`config.mk`:
```
export PLATFORM = sky130hd
export DESIGN_NAME = param_step_updown_counter
export DESIGN_NICKNAME = d
export VERILOG_FILES = /design/src/rtl/param_step_updown_counter.sv
export SDC_FILE = /design/constraint.sdc
export NUM_CORES = 1
export LEC_CHECK = 0
export CAP_MARGIN = 40
export CORE_AREA = 2 2 39 41
export CTS_CLUSTER_DIAMETER = 80
export CTS_CLUSTER_SIZE = 20
export DETAILED_ROUTE_END_ITERATION = 16
export DIE_AREA = 0 0 41 43
export GPL_TIMING_DRIVEN = 0
export PLACE_DENSITY_LB_ADDON = 0.05
export SLEW_MARGIN = 20
export SYNTH_ARGS = -nofsm -noshare
export SYNTH_HDL_FRONTEND = slang
export SYNTH_SLANG_ARGS = --single-unit
export TNS_END_PERCENT = 100
```
`constraint.sdc`:
```
create_clock -name clk -period 1.8 [get_ports clk]
set_input_delay 0.36 -clock clk [delete_from_list [all_inputs] [get_ports clk]]
set_output_delay 0.36 -clock clk [all_outputs]
set_load 0.03 [all_outputs]
```
`src/rtl/param_step_updown_counter.sv`:
```
// param_step_updown_counter
// Up/down counter that moves by a power-of-two STEP inside the window
// [MIN_VAL, MAX_VAL]. At a window end the counter either holds (clamp) or
// jumps to the opposite end (wrap). A one-cycle pulse reports each event.
// at_min/at_max are decoded directly from the count register.
module param_step_updown_counter #(
    parameter int WIDTH   = 4,
    parameter int STEP    = 2,
    parameter int MIN_VAL = 0,
    parameter int MAX_VAL = 14
) (
    input  logic             clk,
    input  logic             reset,
    input  logic             load,
    input  logic             count_en,
    input  logic [1:0]       c,
    input  logic             wrap_mode,
    input  logic [WIDTH-1:0] data_in,
    output logic [WIDTH-1:0] count,
    output logic             at_min,
    output logic             at_max,
    output logic             wrap_pulse,
    output logic             limit_pulse
);

    // ------------------------------------------------------------------
    // Parameter legality, reported at elaboration
    // ------------------------------------------------------------------
    if (WIDTH < 2 || WIDTH > 16) begin : g_bad_width
        $error("param_step_updown_counter: WIDTH must be in 2..16");
    end
    if (STEP < 1 || (STEP & (STEP - 1)) != 0 || STEP >= (1 << WIDTH)) begin : g_bad_step
        $error("param_step_updown_counter: STEP must be a power of two below 2**WIDTH");
    end
    if (MIN_VAL < 0 || (MIN_VAL % STEP) != 0) begin : g_bad_min
        $error("param_step_updown_counter: MIN_VAL must be a non-negative multiple of STEP");
    end
    if ((MAX_VAL % STEP) != 0) begin : g_bad_max
        $error("param_step_updown_counter: MAX_VAL must be a multiple of STEP");
    end
    if (MIN_VAL >= MAX_VAL || MAX_VAL > (1 << WIDTH) - 1) begin : g_bad_order
        $error("param_step_updown_counter: need MIN_VAL < MAX_VAL <= 2**WIDTH-1");
    end

    // ------------------------------------------------------------------
    // Constants sized to the datapath
    // ------------------------------------------------------------------
    localparam logic [WIDTH-1:0] STEP_W     = WIDTH'(STEP);
    localparam logic [WIDTH:0]   STEP_X     = (WIDTH + 1)'(STEP);
    localparam logic [WIDTH-1:0] MIN_W      = WIDTH'(MIN_VAL);
    localparam logic [WIDTH-1:0] MAX_W      = WIDTH'(MAX_VAL);
    localparam logic [WIDTH:0]   MAX_X      = (WIDTH + 1)'(MAX_VAL);
    // Clears the low log2(STEP) bits so any loaded value becomes STEP aligned.
    localparam logic [WIDTH-1:0] ALIGN_MASK = ~(STEP_W - {{(WIDTH-1){1'b0}}, 1'b1});

    // Align a load value to STEP, then pull it into the window.
    function automatic logic [WIDTH-1:0] normalise_load(input logic [WIDTH-1:0] value);
        logic [WIDTH-1:0] aligned;
        aligned = value & ALIGN_MASK;
        if (aligned < MIN_W) begin
            normalise_load = MIN_W;
        end else if (aligned > MAX_W) begin
            normalise_load = MAX_W;
        end else begin
            normalise_load = aligned;
        end
    endfunction

    // ------------------------------------------------------------------
    // State
    // ------------------------------------------------------------------
    logic [WIDTH-1:0] count_r;
    logic             wrap_pulse_r;
    logic             limit_pulse_r;

    logic [WIDTH-1:0] count_nxt_s;
    logic             wrap_nxt_s;
    logic             limit_nxt_s;

    // One extra bit so stepping past either end of the range is visible
    // instead of silently wrapping modulo 2**WIDTH.
    logic [WIDTH:0]   up_sum_s;
    logic [WIDTH:0]   down_dif_s;
    logic             up_blocked_s;
    logic             down_blocked_s;

    // Candidate next values for a step in each direction and whether that step leaves the window.
    always_comb begin
        up_sum_s       = {1'b0, count_r} + STEP_X;
        down_dif_s     = {1'b0, count_r} - STEP_X;
        up_blocked_s   = (up_sum_s > MAX_X);
        down_blocked_s = down_dif_s[WIDTH] || (down_dif_s[WIDTH-1:0] < MIN_W);
    end

    // Next-state selection: load beats counting, counting beats hold; pulses default low.
    always_comb begin
        count_nxt_s = count_r;
        wrap_nxt_s  = 1'b0;
        limit_nxt_s = 1'b0;
        if (load) begin
            count_nxt_s = normalise_load(data_in);
        end else if (count_en) begin
            case (c)
                2'b00: begin
                    if (!up_blocked_s) begin
                        count_nxt_s = up_sum_s[WIDTH-1:0];
                    end else if (wrap_mode) begin
                        count_nxt_s = MIN_W;
                        wrap_nxt_s  = 1'b1;
                    end else begin
                        limit_nxt_s = 1'b1;
                    end
                end
                2'b01: begin
                    if (!down_blocked_s) begin
                        count_nxt_s = down_dif_s[WIDTH-1:0];
                    end else if (wrap_mode) begin
                        count_nxt_s = MAX_W;
                        wrap_nxt_s  = 1'b1;
                    end else begin
                        limit_nxt_s = 1'b1;
                    end
                end
                default: begin
                    count_nxt_s = count_r;
                end
            endcase
        end else begin
            count_nxt_s = count_r;
        end
    end

    // State register with synchronous active-low reset that overrides load and count.
    always_ff @(posedge clk) begin
        if (!reset) begin
            count_r       <= MIN_W;
            wrap_pulse_r  <= 1'b0;
            limit_pulse_r <= 1'b0;
        end else begin
            count_r       <= count_nxt_s;
            wrap_pulse_r  <= wrap_nxt_s;
            limit_pulse_r <= limit_nxt_s;
        end
    end

    assign count       = count_r;
    assign wrap_pulse  = wrap_pulse_r;
    assign limit_pulse = limit_pulse_r;
    assign at_min      = (count_r == MIN_W);
    assign at_max      = (count_r == MAX_W);

endmodule

```
---- After elaboration in Yosys (flattened, before gate mapping) ----
Index checks and enable logic that the tools add are counted.
cells by class
  add/subtract/negate cells ............... 2
  order comparisons ....................... 4
  equality and inequality tests ........... 4
  multiplexer cells ....................... 17
  bitwise gates (word level) .............. 2
  reductions and logical operators ........ 7
operator list
  operator               count
  $mux W4                8
  $lt A4 B1 Y1 const B   2
  $ne A4 B4 Y1 const B   2
  $pmux W4 S2            1
  $mux W1                6
  $add A4 B2 Y5 const B  1
  $gt A5 B4 Y1 const B   1
  $sub A4 B2 Y5 const B  1
  $eq A4 B4 Y1 const B   1
  $gt A4 B4 Y1 const B   1
  $logic_not A4 Y1       1
  $pmux W1 S2            2
  $reduce_and A4 Y1      1
  $reduce_bool A3 Y1     1
  $reduce_or A3 Y1       1
  $eq A2 B1 Y1 const B   1
  $logic_not A2 Y1       1
  $not A1 Y1             2
  $reduce_bool A2 Y1     1
  $logic_or A1 B1 Y1     1
storage, ports and cells
  register bits ........................... 6
  bits of input ports ..................... 11
  logic and storage cells ................. 39

---- Longest topological paths before layout ----
Gate-level depths: netlist of run 1.
  word-level depth ........................ 7
  mapped depth ............................ 7
  depth with buffers taken out ............ 7

---- Worst setup path before layout of run 1 ----
OpenSTA, ideal clock, no wires.
  path type ............................... reg2reg
  from .................................... register count_r[1] (netlist: count[1])
  to ...................................... register count_r[1] (netlist: count[1])
  library setup time ...................... 0.122 ns
  arrival time ............................ 1.927 ns
  slack ................................... -0.249 ns
  stages on the path, launching flop included .. 7
  period minus slack after synthesis ...... 2.049 ns
  cells stage by stage .................... dfxtp_1 inv_1 ha_1 nor2b_1 o31ai_1 a2111oi_0 a311o_1
on the way
  longest elaborated chain between the ends .. 7
  elaborated cells on any way between the ends .. 13
  those cells by class .................... add/sub (2); order compare (2); eq/ne (2); mux (5); reduce/logical (2)
RTL lines
  element                   RTL line  text
  start: declaration        72        logic [WIDTH-1:0] count_r;
  start signal: assignment  140       count_r <= count_nxt_s;
  $sub A4 B2 Y5             90        down_dif_s = {1'b0, count_r} - STEP_X;
  $lt A4 B1 Y1              92        down_blocked_s = down_dif_s[WIDTH] || (down_dif_s[WIDTH-1:0] < MIN_W);
  $logic_or A1 B1 Y1        92
  $mux W4                   115       if (!down_blocked_s) begin
  $pmux W4 S2               103       case (c)
  $mux W4                   102       end else if (count_en) begin
  $mux W4                   100       if (load) begin
Parallel ways exist; a longest one is shown, timed or not. The select of a mux whose other input is x is not followed.
A chain may end at the register's enable or synchronous reset.

---- Final worst setup path of run 1 ----
  from .................................... register count_r[3] (netlist: count[3])
  to ...................................... output port at_min
on the way
  longest elaborated chain between the ends .. 1
RTL lines
  element           RTL line  text
  $logic_not A4 Y1  149       assign at_min = (count_r == MIN_W);
  end: declaration  20        output logic at_min,
Every way passes these cells.

==> flow_metrics.py, run 1 <==
metrics = {
    "status": {
        "status": "complete, no violations",
    },
    "floorplan": {
        "io_pins": 19,
        "die_x_um": 41,
        "rows": 14,
        "die_area_mm2": 0.00176,
        "die_y_um": 43,
        "start_util": 0.317,
        "fp.coreArea_mm2": 0.00138,
    },
    "sta": {
        "fin_crit_sh": 0.957,
        "whs_ps": 469,
        "final-setup-viol-count": 0,
        "drv_slew": 0,
        "hold_violations": 0,
        "fin_ws_ps": 77.1,
        "max_freq_mhz": 580,
        "fin_skew_ps": 3.27,
        "fin_setup_tns_ps": 0,
        "fin_crit_ps": 1720,
    },
    "final_layout": {
        "drive_gt1_frac": 0.342,
        "final_nets": 91,
        "n_fill_cell": 133,
        "layout_commonest_cell": "clkdlybuf4s50_1",
        "antennaDiodeCount": 0,
        "syn2layout_area_growth_pct": 67.8,
        "final_area_um2": 737,
        "final_cell_mix": "11 x clkdlybuf4s50_1, 6 x inv_1, 4 x nand2_1, 4 x buf_4",
        "final_core_util": 0.533,
    },
    "route": {
        "route.met3.wl_um": 93,
        "dr.first_iter.drc_count": 11,
        "vias_per_cell": 5.02,
        "topRoutingLayerUsed": "met3",
        "met1_length_um": 449,
        "wl_per_cell_um": 11.6,
        "wl_met2_um": 524,
        "routed_wl_um": 1070,
        "num_vias": 462,
        "dr.pass1.iters": 3,
        "drc": 0,
        "ant_nets": 0,
    },
    "clock_network": {
        "htree_levels": 1,
        "clock_latency_ps": 240,
        "clkSinkCount": 5,
        "root_buffer": "clkbuf_4",
        "clock_path_buffers": 2,
        "cts_made_buffers": 3,
        "clk_transition_reported_paths_ps": 40,
        "cts_tree": "built",
    },
    "global_routing": {
        "grt_use_total": 0.151,
        "grt_pass1_vias": 413,
        "antenna_found_initial": 0,
        "grt_pass1_wl_um": 1790,
        "grt_overflow": 0,
        "grt_max_degree": 9,
    },
    "critical_path": {
        "crit_arrival_ps": 1360,
        "critPathSlowestCell": "or3_4",
        "worstPathCellList": "or3_4 > inv_1 > buf_2",
        "crit_buf_inv": 2,
        "critPathMaxFanout": 8,
        "worstSetupStartpointType": "flip-flop",
        "setup.worst_path.end_class": "output pin",
        "worst-setup-path-type": "flip-flop to output pin",
        "slowest_delay_ps": 450,
        "cp_top_family": "simple AND/OR/NAND/NOR gates",
        "worst_ep_required_time_ps": 1440,
    },
    "placement": {
        "post-place-ws_ps": -318,
        "post-dp-hpwl_um": 791,
        "placed_cell_area_um2": 629,
        "place_congestion": 0.818,
        "numPortBuffers": 16,
    },
    "power_and_ir_drop": {
        "total_leakage_power_nw": 0.334,
        "vdd_drop_max_v": 0.000428,
        "powerDensity_mw_per_mm2": 568,
    },
    "hold_path": {
        "holdCritPathClass": "input pin to flip-flop",
    },
    "job": {
        "maxCapViolCount": 0,
    },
    "synth": {
        "syn_area_um2": 439,
        "synthesis.nets": 68,
        "ys_ff_latch": 5,
        "syn_inst": 54,
        "ys_warn_count": 0,
        "ys_types": 32,
        "yosysSeqAreaShare": 0.228,
        "synth.avg_cell_area_um2": 8.13,
    },
}
[synth_stat cells]
master	instances	area share
a2111oi_0	1	0.020
a21o_1	1	0.017
a21oi_1	1	0.011
a21oi_2	2	0.040
a22oi_1	1	0.017
a311o_1	1	0.023
a31oi_1	1	0.014
a41o_1	1	0.023
and3_1	1	0.014
buf_4	1	0.017
clkbuf_1	1	0.0085
conb_1	1	0.0085
dfxtp_1	5	0.23
ha_1	3	0.085
inv_1	8	0.068
mux2_1	1	0.026
nand2_1	4	0.034
nand2b_1	2	0.028
nand3_1	2	0.023
nand4_1	1	0.014
nor2_1	2	0.017
nor2b_1	1	0.014
nor3_1	1	0.011
nor4_1	1	0.014
o2111ai_1	1	0.020
o21ai_0	2	0.023
o311ai_4	1	0.060
o31ai_1	1	0.017
o41ai_2	1	0.037
or3_1	2	0.028
or4_1	1	0.017
xnor2_1	1	0.020
[power by group]
part	internal, mW	total (mW)	switching (mW)
sequential	0.117	0.129	0.0122
clock	0.0836	0.127	0.0435
combinational	0.0781	0.162	0.0843
total	0.279	0.419	0.140
[per-stage QoR]
stage,power [mW],std cells
3_5_place_dp,0.267,86
3_3_place_gp,0.268,86
2_1_floorplan,0.212,54
4_1_cts,0.411,92
5_1_grt,0.458,92
6_report,0.419,92
[metal layers]
layer	vias to the layer above	track usage
li1	242	-
met4	0	0.0533
met3	0	0.0838
met2	17	0.216
met1	203	0.184
met5	-	0
[what timing repair did]
action | in CTS | in global routing
setup endpoints to repair | 5 | 6
pin swaps | 1 | 2
resized for setup | 8 | 16
buffers inserted | 3 | 0
hold buffers | 0 | 0
[state kept, by name, indices dropped and copies added, names as in the netlist]
| register | flops |
|---|---|
| count | 3 |
| limit_pulse | 1 |
| wrap_pulse | 1 |
[worst reg2reg max path: cells and delay by family (launching register included)]
family / cells / cell delay (ps)
AO/OA/AOI/OAI: 3 / 630
flip-flops: 1 / 360
adder cells (fa/ha/maj): 1 / 260
XOR/XNOR: 1 / 260
AND/OR/NAND/NOR: 1 / 50
[area by class of cell]
type / count / area, µm² / area share
Clock buffer: 4 / 26.3 / 0.0357
Inverter: 8 / 32.5 / 0.0441
Sequential cell: 5 / 108 / 0.146
Multi-Input combinational cell: 39 / 363 / 0.492
Tap cell: 16 / 20.0 / 0.0272
Buffer: 1 / 7.51 / 0.0102
Timing Repair Buffer: 19 / 180 / 0.244
[cell families after synthesis]
group | synth area share
AOI/OAI and AO/OA | 0.322
xor gates and xnor gates | 0.0199
adders and majority gates | 0.0855
buffers and inverters | 0.0940
DFF | 0.228
muxes | 0.0256
other | 0.00854
and+or+nand+nor | 0.217
[worst paths after layout]
check | startpoint | end | slack (ps) | depth (start not counted)
setup reg to reg | count[1]$_SDFFE_PN0P_ | count[1]$_SDFFE_PN0P_ | 120 | 6
hold / removal | reset | count[3]$_SDFFE_PN0P_ | 470 | 3
setup / recovery | count[3]$_SDFFE_PN0P_ | at_min | 80 | 3
hold reg to reg | count[3]$_SDFFE_PN0P_ | count[3]$_SDFFE_PN0P_ | 630 | 2
Note: power is estimated with default switching activity, not from simulation.
==> run 2, diff against run 1 <==
- SLEW_MARGIN: 20 -> 0
==> results of run 2 <==
Final layout, timing and power as in run 1 (identical DEF).
